$ cat src/rtl/run_index_tracker_pkg.sv
// run_index_tracker shared definitions
// mode codes, run states and the J table
package run_index_tracker_pkg;

  localparam int INDEX_LENGTH = 5;

  typedef enum logic [1:0] {
    MODE_REGULAR = 2'd0,
    MODE_RUN     = 2'd1,
    MODE_INTR    = 2'd2,
    MODE_EOL     = 2'd3
  } mode_e;

  typedef enum logic {
    S_IDLE = 1'b0,
    S_RUN  = 1'b1
  } state_e;

  // entry 31 is the leftmost nibble
  localparam logic [31:0][3:0] J_TABLE = {
    4'd15, 4'd14, 4'd13, 4'd12,
    4'd11, 4'd10, 4'd9,  4'd8,
    4'd7,  4'd7,  4'd6,  4'd6,
    4'd5,  4'd5,  4'd4,  4'd4,
    4'd3,  4'd3,  4'd3,  4'd3,
    4'd2,  4'd2,  4'd2,  4'd2,
    4'd1,  4'd1,  4'd1,  4'd1,
    4'd0,  4'd0,  4'd0,  4'd0
  };

endpackage

$ cat src/rtl/run_index_tracker_j_table_rom.sv
// j_table_rom: RUNindex -> J lookup
// purely combinational, shared with the run decoder
module j_table_rom
  import run_index_tracker_pkg::*;
(
  input  logic [INDEX_LENGTH-1:0] index,
  output logic [3:0]              j
);

  assign j = J_TABLE[index];

endmodule

$ cat src/rtl/run_index_tracker.sv
// run_index_tracker: JPEG-LS run-mode bookkeeping
// RUNindex, run counters, segment and run-end events
module run_index_tracker
  import run_index_tracker_pkg::*;
#(
  parameter int J_length        = 4,
  parameter int runcount_length = 16,
  parameter int mode_length     = 2,
  parameter int index_length    = INDEX_LENGTH
) (
  input  logic                       clk,
  input  logic                       reset,
  input  logic                       in_valid,
  input  logic [mode_length-1:0]     mode,
  input  logic [runcount_length-1:0] remainder_subtract,
  output logic [mode_length-1:0]     previous_mode,
  output logic [runcount_length-1:0] run_counter,
  output logic [runcount_length-1:0] run_counter_compare,
  output logic [runcount_length-1:0] remainder_subtract_accum,
  output logic [index_length-1:0]    run_index,
  output logic [J_length-1:0]        J,
  output logic                       seg_done,
  output logic                       run_end,
  output logic [runcount_length-1:0] run_remainder,
  output logic [J_length-1:0]        remainder_bits,
  output logic                       eol_flush
);

  localparam logic [runcount_length-1:0] CNT_MAX = '1;

  function automatic logic [runcount_length-1:0] pow2(
    input logic [3:0] e
  );
    return runcount_length'(1) << e;
  endfunction

  state_e state_q, state_d;
  logic [runcount_length-1:0] cnt_q, cnt_d;
  logic [runcount_length-1:0] cmp_q, cmp_d;
  logic [runcount_length-1:0] acc_q, acc_d;
  logic [runcount_length-1:0] rrem_q, rrem_d;
  logic [index_length-1:0] idx_q, idx_d;
  logic [index_length-1:0] idx_inc, idx_dec;
  logic [mode_length-1:0] prev_q, prev_d;
  logic [J_length-1:0] rbits_q, rbits_d;
  logic cmp_sat_q, cmp_sat_d;
  logic seg_q, seg_d;
  logic rend_q, rend_d;
  logic eol_q, eol_d;

  logic [3:0] j_cur, j_inc, j_dec;
  logic [runcount_length-1:0] cnt_inc, cmp_add;
  logic cmp_carry, seg_hit;
  logic is_run, is_intr, is_eol;
  logic is_count, is_close;

  assign idx_inc = (idx_q == '1) ? idx_q
                 : idx_q + index_length'(1);
  assign idx_dec = (idx_q == '0) ? idx_q
                 : idx_q - index_length'(1);

  j_table_rom u_j_cur (.index(idx_q),   .j(j_cur));
  j_table_rom u_j_inc (.index(idx_inc), .j(j_inc));
  j_table_rom u_j_dec (.index(idx_dec), .j(j_dec));

  assign cnt_inc = (cnt_q == CNT_MAX) ? cnt_q
                 : cnt_q + runcount_length'(1);

  // a saturated threshold is unreachable
  assign seg_hit = !cmp_sat_q && (cnt_inc == cmp_q);

  assign {cmp_carry, cmp_add} =
    {1'b0, cmp_q} + {1'b0, pow2(j_inc)};

  assign is_run  = mode == mode_length'(MODE_RUN);
  assign is_intr = mode == mode_length'(MODE_INTR);
  assign is_eol  = mode == mode_length'(MODE_EOL);

  assign is_count = in_valid && (is_run || is_eol);
  assign is_close = in_valid && is_intr
                 && (state_q == S_RUN);

  // next-state and event decode for one pixel
  always_comb begin
    state_d   = state_q;
    cnt_d     = cnt_q;
    cmp_d     = cmp_q;
    cmp_sat_d = cmp_sat_q;
    idx_d     = idx_q;
    acc_d     = acc_q;
    prev_d    = prev_q;
    rrem_d    = rrem_q;
    rbits_d   = rbits_q;
    seg_d     = 1'b0;
    rend_d    = 1'b0;
    eol_d     = 1'b0;
    if (in_valid) begin
      prev_d = mode;
      acc_d  = remainder_subtract;
    end
    unique case (1'b1)
      is_count: begin
        cnt_d   = cnt_inc;
        state_d = S_RUN;
        if (seg_hit) begin
          seg_d     = 1'b1;
          idx_d     = idx_inc;
          cmp_d     = cmp_carry ? CNT_MAX : cmp_add;
          cmp_sat_d = cmp_carry;
        end
        if (is_eol) begin
          rend_d    = 1'b1;
          eol_d     = 1'b1;
          rrem_d    = seg_hit ? '0 : cnt_inc - acc_q;
          rbits_d   = J_length'(j_cur);
          cnt_d     = '0;
          cmp_d     = pow2(seg_hit ? j_inc : j_cur);
          cmp_sat_d = 1'b0;
          acc_d     = '0;
          state_d   = S_IDLE;
        end
      end
      is_close: begin
        rend_d    = 1'b1;
        rrem_d    = cnt_q - acc_q;
        rbits_d   = J_length'(j_cur);
        idx_d     = idx_dec;
        cnt_d     = '0;
        cmp_d     = pow2(j_dec);
        cmp_sat_d = 1'b0;
        acc_d     = '0;
        state_d   = S_IDLE;
      end
      default: ;
    endcase
  end

  // state and output registers
  always_ff @(posedge clk or negedge reset) begin
    if (!reset) begin
      state_q   <= S_IDLE;
      cnt_q     <= '0;
      cmp_q     <= runcount_length'(1);
      cmp_sat_q <= 1'b0;
      idx_q     <= '0;
      acc_q     <= '0;
      prev_q    <= '0;
      rrem_q    <= '0;
      rbits_q   <= '0;
      seg_q     <= 1'b0;
      rend_q    <= 1'b0;
      eol_q     <= 1'b0;
    end else begin
      state_q   <= state_d;
      cnt_q     <= cnt_d;
      cmp_q     <= cmp_d;
      cmp_sat_q <= cmp_sat_d;
      idx_q     <= idx_d;
      acc_q     <= acc_d;
      prev_q    <= prev_d;
      rrem_q    <= rrem_d;
      rbits_q   <= rbits_d;
      seg_q     <= seg_d;
      rend_q    <= rend_d;
      eol_q     <= eol_d;
    end
  end

  assign previous_mode            = prev_q;
  assign run_counter              = cnt_q;
  assign run_counter_compare      = cmp_q;
  assign remainder_subtract_accum = acc_q;
  assign run_index                = idx_q;
  assign J                        = J_length'(j_cur);
  assign seg_done                 = seg_q;
  assign run_end                  = rend_q;
  assign run_remainder            = rrem_q;
  assign remainder_bits           = rbits_q;
  assign eol_flush                = eol_q;

endmodule

$ cat config.mk
export PLATFORM = sky130hd
export DESIGN_NAME = run_index_tracker
export DESIGN_NICKNAME = d
export VERILOG_FILES = /design/src/rtl/run_index_tracker_pkg.sv /design/src/rtl/run_index_tracker_j_table_rom.sv /design/src/rtl/run_index_tracker.sv
export SDC_FILE = /design/constraint.sdc
export NUM_CORES = 1
export LEC_CHECK = 0
export CORE_MARGIN = 5
export CORE_UTILIZATION = 55
export DETAILED_ROUTE_END_ITERATION = 10
export PLACE_DENSITY = 0.92
export SETUP_SLACK_MARGIN = 0.1
export SYNTH_ARGS = -nofsm -noshare
export SYNTH_HDL_FRONTEND = slang
export SYNTH_SLANG_ARGS = --single-unit
$ cat constraint.sdc
create_clock -name clk -period 6.8 [get_ports clk]
set_clock_uncertainty 0.1 [all_clocks]
set_input_delay 1.02 -clock clk [delete_from_list [all_inputs] [get_ports clk]]
set_output_delay 1.02 -clock clk [all_outputs]
set_load 0.01 [all_outputs]
# Word-level counts from Yosys, hierarchy flattened

Memory sizes are Yosys's and may differ from the RTL's.
Cells that the tools add are included.

Shift operators: 3
Muxes and demuxes: 33
Reductions and logical operators: 11
$lt $le $gt $ge: 3
Add/sub/neg operators: 6
Equal/unequal tests: 9

Operators by type and width:

| operator                | count |
|---|---|
| $mux W16                | 9 |
| $pmux W16 S2            | 4 |
| $shl A1 B4 Y16 const A  | 3 |
| $sub A16 B16 Y16        | 2 |
| $mux W4                 | 5 |
| $lt A5 B6 Y1 const B    | 3 |
| $add A16 B16 Y17        | 1 |
| $add A16 B1 Y16 const B | 1 |
| $eq A16 B16 Y1          | 1 |
| $eq A16 B16 Y1 const B  | 1 |
| $mux W5                 | 3 |
| $pmux W5 S2             | 1 |
| $pmux W4 S2             | 1 |
| $mux W1                 | 7 |
| $pmux W1 S2             | 3 |
| $reduce_and A2 Y1       | 3 |
| $add A5 B1 Y5 const B   | 1 |
| $eq A5 B5 Y1 const B    | 1 |
| $logic_not A5 Y1        | 1 |
| $sub A5 B1 Y5 const B   | 1 |
| $eq A2 B2 Y1 const B    | 2 |
| $logic_and A1 B1 Y1     | 4 |
| $ne A2 B2 Y1 const B    | 2 |
| $ne A3 B3 Y1 const B    | 1 |
| 4 further kinds         | 4 |

Register bits after elaboration: 80
ROM bits: 384
Input bits: 21
Memories kept: 3
Logic and storage cells: 80
Output and inout port bits: 82

Memories:

| name            | depth | width | read ports | clocked after memory_dff | write ports | line                                | source |
|---|---|---|---|---|---|---|---|
| (no name shown) | 32    | 4     | 1          | 0                        | 0           | run_index_tracker_j_table_rom.sv:10 | `assign j = J_TABLE[index];` |
| (no name shown) | 32    | 4     | 1          | 0                        | 0           | run_index_tracker_j_table_rom.sv:10 |  |
| (no name shown) | 32    | 4     | 1          | 0                        | 0           | run_index_tracker_j_table_rom.sv:10 |  |

# Logic depth before layout (Yosys ltp)

Gate-level depths: netlist of run 1.

Depth after elaboration: 10
Gate-level depth with buffers: 21
Gate-level depth less buffers: 20

# Cells and area by module

From an unflattened synthesis of run 1, not the netlist that was laid out.

Cell total of the unflattened synthesis: 954
Area total of the unflattened synthesis: 7672.4 sq um

By module, submodules not included:

| module            | cells an instance | seq. area each (sq um) | area an instance (sq um) | times used |
|---|---|---|---|---|
| run_index_tracker | 927               | 2003.2                 | 7514.7                   | 1 |
| j_table_rom       | 9                 | 0.0                    | 52.6                     | 3 |

# Worst setup path before layout of run 1

OpenSTA, ideal clock, no wires.

Kind: reg-to-reg
Start point: register idx_q[0], in the netlist run_index[0]
End point: register cmp_q[2], in the netlist run_counter_compare[2]
Data arrival time: 4.707 ns
Clock period less this slack: 4.935 ns
Setup slack: 1.865 ns
Library setup time: 0.128 ns
Path buffers: 2
Cell stages (with the launch flop): 21
Required time: 6.572 ns
Cells stage by stage: dfrtp_1 > clkbuf_1 > inv_1 > ha_1 > clkbuf_1 > o21ai_0 > a21oi_1 > a221o_1 > nand2b_1 > nor2_1 > ha_1 > fa_1 > a211oi_1 > o211ai_1 > a41oi_1 > nor2_1 > o41ai_1 > o21a_1 > nand2_1 > o32ai_1 > a21oi_1

Longest elaborated chain between the ends: 10
Elaborated cells between the ends (all ways): 21
Classes of those cells: add/sub: 3; eq/ne: 1; shift: 3; mux: 10; reduce/logical: 1; memory: 3

Ends and longest elaborated chain:

| element                                              | line                                             | source |
|---|---|---|
| from (decl)                                          | run_index_tracker.sv:42                          | `logic [index_length-1:0] idx_q, idx_d;` |
| from (signal assigned)                               | run_index_tracker.sv:158                         | `idx_q <= idx_d;` |
| $add A5 B1 Y5 / $eq A5 B5 Y1 (equally long branches) | run_index_tracker.sv:58, run_index_tracker.sv:57 |  |
| $mux W5                                              | run_index_tracker.sv:57                          | `assign idx_inc = (idx_q == '1) ? idx_q` |
| $mem_v2 Z32 W4                                       | n/a                                              |  |
| $mux W4 (implied by the code)                        | run_index_tracker_j_table_rom.sv:10              |  |
| $shl A1 B4 Y16                                       | run_index_tracker.sv:34                          | `return runcount_length'(1) << e;` |
| $add A16 B16 Y17                                     | run_index_tracker.sv:73                          | `{1'b0, cmp_q} + {1'b0, pow2(j_inc)};` |
| $mux W16                                             | run_index_tracker.sv:108                         | `cmp_d = cmp_carry ? CNT_MAX : cmp_add;` |
| $mux W16                                             | run_index_tracker.sv:105                         | `if (seg_hit) begin` |
| $mux W16                                             | run_index_tracker.sv:111                         | `if (is_eol) begin` |
| $pmux W16 S2 *                                       | run_index_tracker.sv:101                         | `unique case (1'b1)` |
| to (signal assigned)                                 | run_index_tracker.sv:143                         | `cmp_q <= runcount_length'(1);` |
| to (signal assigned)                                 | run_index_tracker.sv:156                         | `cmp_q <= cmp_d;` |
| to (decl)                                            | run_index_tracker.sv:39                          | `logic [runcount_length-1:0] cmp_q, cmp_d;` |

Mark *: on every way between the ends. The rest lies on a longest branch, timed or not. The select of a mux whose other input is x is not followed.
A chain may end at the register's enable or synchronous reset.

# Final worst setup path of run 1

Start point: register idx_q[1], in the netlist run_index[1]
End point: register cmp_q[3], in the netlist run_counter_compare[3]

Same word-level chain as after synthesis.

==> impl_metrics.ini, run 1 <==
[outcome]
outcome = complete, no violations

[sta]
fmax_mhz = 170
setup_viol_count_final = 0
drv_slew = 0
rsz0062_at_grt = false
tightest_slew_ns = 1.30
period_minus_slack_ns = 5.88
tns_ns = 0
min_period_over_period = 0.865
setup_ws_ns = 0.921
relSlewSlack = 0.136
finalHoldViolCount = 0

[synthesis]
syn_avg_cell_area_um2 = 7.86
synth-async-reset-ratio = 1.00
synth_top_area_frac = 0.266
synth_area_mm2 = 0.00743
synth_largest_area_cell = dfrtp_1
ys.flop_type = dfrtp_1
synth_area_leaders = dfrtp_1, ha_1, nor2_1
yosysWarnings = 0
synth_cell_types = 82
synth-edff-count = 0
ys_seq_elements = 80
seq_area_frac_synth = 0.270
syn_nets = 1018
synthCells = 945

[worst_setup_path]
critPathKind = reg2reg
crit_path_end_kind = flip-flop
cp.arrival_ns = 6.00
start_kind = flip-flop
cp_max_fo = 14
crit_required_ns = 6.92

[power_and_ir_drop]
p_per_area_mw_per_mm2 = 268
p_leak_nw = 3.76
power_mw = 2.34
ir_worst_vdd_uv = 190

[placed_design]
place.gp.congestion = 1.00
place_hpwl_um = 17300
place_ws_ns = 1.07
port_buffers = 102

[grt]
antenna_found_initial = 0
grt_pass1_vias = 7223
grt_usage = 0.286
grt-ovfl-total = 0
grt_max_degree = 81
grt_pass1_wl_um = 37400

[clocking]
cts_buffers = 9
clk_latency_ns = 0.34
cts-resized-gates = 0
ctsHoldBuffers = 0
clock_path_buffers = 2
cts_root_buf = clkbuf_16
cts_tree = yes
clkTransAtPathRegs_ns = 0.06
cts_sinks = 80
postCtsSetupBuffers = 0
cts_max_level = 3

[routing]
drc = 0
via_per_inst = 6.37
wl_per_cell_um = 19.4
wirelength_um = 23100
firstDrtPassIters = 6
first_iter_violations = 857
antenna_left = 0
num_vias = 7581

[floorplanning]
start_util = 0.561
dieArea_mm2 = 0.0159
boundaryPins = 103
die_h_um = 126
rows = 42
die_x_um = 126
core_area_mm2 = 0.0132

[cells_and_area]
nets = 1082
num_antenna_cells = 0
multi_input_area_mm2 = 0.00502
fill_cells = 1123
finalCoreUtilization = 0.661
drive_above_1_share = 0.0483
final-seq-area_mm2 = 0.00200
syn2layout_area_growth_pct = 17.9

[run]
cap_viol_max_count = 0

[min_path]
hold_path.class = reg2reg
## cells in the final DEF, fill, tap and decap left out, drive strengths merged, types with 12 or more instances in the layout
cell / n
ha: 49
mux2i: 23
inv: 41
a211oi: 12
clkdlybuf4s50: 101
o21a: 12
a21oi: 64
nand2b: 20
xnor2: 31
xor2: 25
nor2: 115
dfrtp: 79
a31oi: 21
nand2: 98
o21ai: 65
nand3: 28
nor3: 30
## report_power, final
part / switching [mW] / total [mW] / internal, mW
sequential: 0.150 / 0.712 / 0.562
clock: 0.198 / 0.480 / 0.282
combinational: 0.632 / 1.15 / 0.520
total: 0.980 / 2.34 / 1.36
## worst max-delay path: stages, from the launching register on
cell and delay (ns):
dfrtp_1 0.58, ha_1 0.43, and3_1 0.28, nand2_1 0.15, and3_1 0.23, a21oi_1 0.12, a221o_1 0.20, nand2b_1 0.23
nor2_1 0.08, ha_1 0.22, fa_1 0.42, a211oi_1 0.35, o211ai_1 0.17, a41oi_1 0.32, nor2_1 0.10, o41ai_1 0.65
o21a_1 0.34, nand2_1 0.24, o32ai_1 0.40, a21oi_1 0.12
## final timing paths
check	end	slack (ns)	cells past startpoint	start
hold / removal	run_remainder[10]$_DFFE_PN0P_	0.38	2	run_remainder[10]$_DFFE_PN0P_
setup / recovery	run_counter_compare[3]$_DFFE_PN0P_	0.92	19	run_index[1]$_DFFE_PN0P_
setup reg to reg	run_counter_compare[3]$_DFFE_PN0P_	0.92	19	run_index[1]$_DFFE_PN0P_
hold reg to reg	run_remainder[10]$_DFFE_PN0P_	0.38	2	run_remainder[10]$_DFFE_PN0P_
min in group asynchronous	remainder_subtract_accum[2]$_DFF_PN0_	0.75	1	reset
max in group asynchronous	run_counter[13]$_DFFE_PN0N_	5.20	1	reset
## Yosys cell counts (all sizes together), types with 4 or more instances
| library cell | n |
|---|---|
| mux2 | 7 |
| o211ai | 7 |
| nor2b | 5 |
| o21a | 12 |
| nor2 | 115 |
| a21oi | 64 |
| xnor2 | 31 |
| a211oi | 12 |
| nand2 | 98 |
| mux2i | 23 |
| o22ai | 7 |
| dfrtp | 79 |
| nor4 | 8 |
| buf | 23 |
| o221ai | 6 |
| nor3b | 4 |
| o31ai | 8 |
| nand4 | 9 |
| a22oi | 7 |
| a21o | 11 |
| o32ai | 6 |
| nand2b | 20 |
| o21ai | 65 |
| xor2 | 25 |
| and2 | 5 |
| ha | 49 |
| and3 | 11 |
| or4 | 4 |
| or3 | 5 |
| a22o | 10 |
| a221oi | 4 |
| or2 | 6 |
| inv | 41 |
| a31oi | 21 |
| nand3 | 28 |
| nor3 | 30 |
| clkbuf | 32 |
## layer usage
layer | vias to the layer above | track usage | share of wire
met5 | - | 0 | 0
met4 | 0 | 0.143 | 0.045
met3 | 75 | 0.0373 | 0.073
met2 | 395 | 0.466 | 0.47
met1 | 3560 | 0.375 | 0.41
li1 | 3551 | - | -
## flip-flops by register name (all words and copies together), names as in the netlist, 2 cells and up
signal,flops
previous_mode,2
remainder_bits,4
remainder_subtract_accum,16
run_counter,16
run_counter_compare,16
run_index,5
run_remainder,16
## per-stage QoR
| stage | cells | hold slack, ns | area (um^2) |
|---|---|---|---|
| global route | 1190 | 0.408 | 8750 |
| detailed placement | 1174 | 0.372 | 8460 |
| finish | 1190 | 0.382 | 8750 |
| floorplan | 945 | 0.340 | 7430 |
| CTS | 1190 | 0.385 | 8750 |
| global placement | 1174 | 0.363 | 8460 |
## cell families after synthesis
logic type	synth area share
simple gates	0.230
compound gates	0.245
buf+inv	0.0554
flops	0.270
xor+xnor	0.0670
fa+ha+maj	0.0906
mux	0.0416
## cell type report
type | instances | share of cell area
multi-input combinational | 769 | 0.574
inverter | 41 | 0.0176
clock inverter | 6 | 0.00686
tap | 176 | 0.0252
sequential | 80 | 0.229
clock buffer | 10 | 0.0262
timing repair buffer | 108 | 0.121
Power figures use the tool's default switching activity.
==> inputs of run 2 (changes only) <==
--- a/config.mk
+++ b/config.mk
@@ -6,9 +6,9 @@
 export NUM_CORES = 1
 export LEC_CHECK = 0
 export CORE_MARGIN = 5
-export CORE_UTILIZATION = 55
+export CORE_UTILIZATION = 45
 export DETAILED_ROUTE_END_ITERATION = 10
-export PLACE_DENSITY = 0.92
+export PLACE_DENSITY = 0.8
 export SETUP_SLACK_MARGIN = 0.1
 export SYNTH_ARGS = -nofsm -noshare
 export SYNTH_HDL_FRONTEND = slang
==> run 2 against run 1 <==
Against the previous run: non-clock buffer count grew 2; register-to-register slack gained 0.03 ns; clock power grew 16%; via count shrank 2.1%; flip-flop and latch count is the same; core utilization shrank 12 points; maximum frequency grew 0.46%; global-route usage shrank 4.4 points; sequential share of layout area shrank 0.28 points; combinational power is essentially flat; worst hold slack lost 0.0016 ns; critical path depth is the same.
==> impl_metrics.ini, run 2 (synthesized netlist as in run 1, its figures left out) <==
[sta]
drv_slew = 0
min_period_over_period = 0.861
rsz0062_at_grt = false
tns_ns = 0
setup_ws_ns = 0.948
fmax_mhz = 171
relSlewSlack = 0.224
finalHoldViolCount = 0
setup_viol_count_final = 0
holdWs_ns = 0.380
tightest_slew_ns = 1.16
period_minus_slack_ns = 5.85

[cells_and_area]
syn2layout_area_growth_pct = 19.3
drive_above_1_share = 0.0512
nets = 1084
layout_commonest_cell = nor2_1
final_cell_mix = nor2_1, clkdlybuf4s50_1, nand2_1
finalCoreUtilization = 0.540
num_antenna_cells = 0

[grt]
grtUsageMet1 = 0.323
grt_pass1_wl_um = 38000
grt_util_met2 = 0.398
grt_max_degree = 55
busiest_layer = met2
antenna_found_initial = 0
grt_pass1_vias = 7045
grtUsageMet3 = 0.0376
grt-ovfl-total = 0
grt_usage = 0.243

[clocking]
cts_sinks = 80
cts-resized-gates = 0
cts_tree = yes
ctsHoldBuffers = 0
cts_root_buf = clkbuf_16
cts_max_level = 3
clock_path_buffers = 2
clk_latency_ns = 0.36
clkTransAtPathRegs_ns = 0.06
postCtsSetupBuffers = 0
cts_buffers = 9

[floorplanning]
core_area_mm2 = 0.0164
dieArea_mm2 = 0.0192
start_util = 0.453
die_h_um = 138
die_x_um = 138
rows = 47
boundaryPins = 103

[placed_design]
port_buffers = 102
place_hpwl_um = 18100
place.gp.congestion = 0.969
place_ws_ns = 1.11

[worst_setup_path]
critPathTopFamily = compound AO/OA/AOI/OAI gates
cp_cell_sequence = ha_1 -> and3_1 -> nand2_1 -> and3_1 -> a21oi_1 -> a221o_1 -> nand2b_1 -> nor2_1 -> ha_1 -> fa_1 -> a211oi_1 -> o211ai_1 -> a41oi_1 -> nor2_1 -> o41ai_1 -> o21a_1 -> nand2_1 -> o32ai_1 -> a21oi_1
crit_path_end_kind = flip-flop
crit_required_ns = 6.94
max_stage_delay_ns = 0.63
cp.arrival_ns = 5.99
critPathKind = reg2reg
start_kind = flip-flop
cp_num_buf_inv = 0
cp_max_fo = 14
cpMaxStageDelayCell = o41ai_1

[routing]
via_per_inst = 6.01
wirelength_um = 23400
num_vias = 7423
firstDrtPassIters = 5
wl_per_cell_um = 19.0
drc = 0
first_iter_violations = 748
antenna_left = 0

[power_and_ir_drop]
p_leak_nw = 3.79
ir_worst_vdd_uv = 141
p_per_area_mw_per_mm2 = 275
p_comb_frac = 0.479
internal_power_mw = 1.44
clkPwrFrac = 0.229
power_mw = 2.44
power.switching_mw = 0.995
pwr-share-seq = 0.292
swShare = 0.409

[min_path]
hold_path.class = reg2reg

[outcome]
outcome = complete, no violations

[run]
cap_viol_max_count = 0
-- run 2: cell types whose count changed in the layout (fill, tap and decap cells not counted) --
cell	delta
nor3b_2	+1
clkinv_2	+1
clkbuf_1	-1
buf_4	+2
nor3b_4	-1
bufinv_16	+2
clkinvlp_4	-2
-- run 2: power groups by stage --
stage | Combinational (mW) | Clock (mW) | Sequential, mW
2_1_floorplan | 0.745 | 0 | 0.689
3_3_place_gp | 1.14 | 0 | 0.711
6_report | 1.17 | 0.558 | 0.712
5_1_grt | 1.28 | 0.584 | 0.728
3_5_place_dp | 1.15 | 0 | 0.717
4_1_cts | 1.16 | 0.569 | 0.709
-- run 2: worst paths after layout --
path | from | to | slack (ns) | depth (start not counted)
min reg2reg | run_remainder[6]$_DFFE_PN0P_ | run_remainder[6]$_DFFE_PN0P_ | 0.38 | 2
max reg2reg | run_index[1]$_DFFE_PN0P_ | run_counter_compare[3]$_DFFE_PN0P_ | 0.95 | 19
min | run_remainder[6]$_DFFE_PN0P_ | run_remainder[6]$_DFFE_PN0P_ | 0.38 | 2
min in group asynchronous | reset | run_remainder[4]$_DFFE_PN0P_ | 0.48 | 1
max in group asynchronous | reset | eol_flush$_DFF_PN0_ | 5.07 | 2
max | run_index[1]$_DFFE_PN0P_ | run_counter_compare[3]$_DFFE_PN0P_ | 0.95 | 19
-- run 2: worst reg2reg max path, stage by stage, from the launching register on --
cell and delay (ns):
dfrtp_1 0.58, ha_1 0.45, and3_1 0.27, nand2_1 0.14, and3_1 0.23, a21oi_1 0.12, a221o_1 0.21, nand2b_1 0.26
nor2_1 0.09, ha_1 0.22, fa_1 0.43, a211oi_1 0.35, o211ai_1 0.18, a41oi_1 0.33, nor2_1 0.09, o41ai_1 0.63
o21a_1 0.33, nand2_1 0.25, o32ai_1 0.37, a21oi_1 0.10
-- run 2: through the flow --
step           instance area, um^2  cells
2_1_floorplan                 7430    945
3_3_place_gp                  8530   1220
3_5_place_dp                  8530   1220
4_1_cts                       8860   1236
5_1_grt                       8860   1236
6_report                      8860   1236
-- run 2: final cells by class --
type,count,area (um^2)
fill,1532,7540
multi-input combinational,769,5020
sequential,80,2000
timing repair buffer,110,1080
tap,220,275
clock buffer,9,225
inverter,41,154
clock inverter,7,110
-- run 2: layer usage --
metal  vias to the layer above  share of wire  wire length [um]
met2                       290           0.47             11000
li1                       3583              -                 -
met4                         0          0.034               806
met1                      3498           0.44             10300
met5                         -              0                 0
met3                        52          0.056              1320
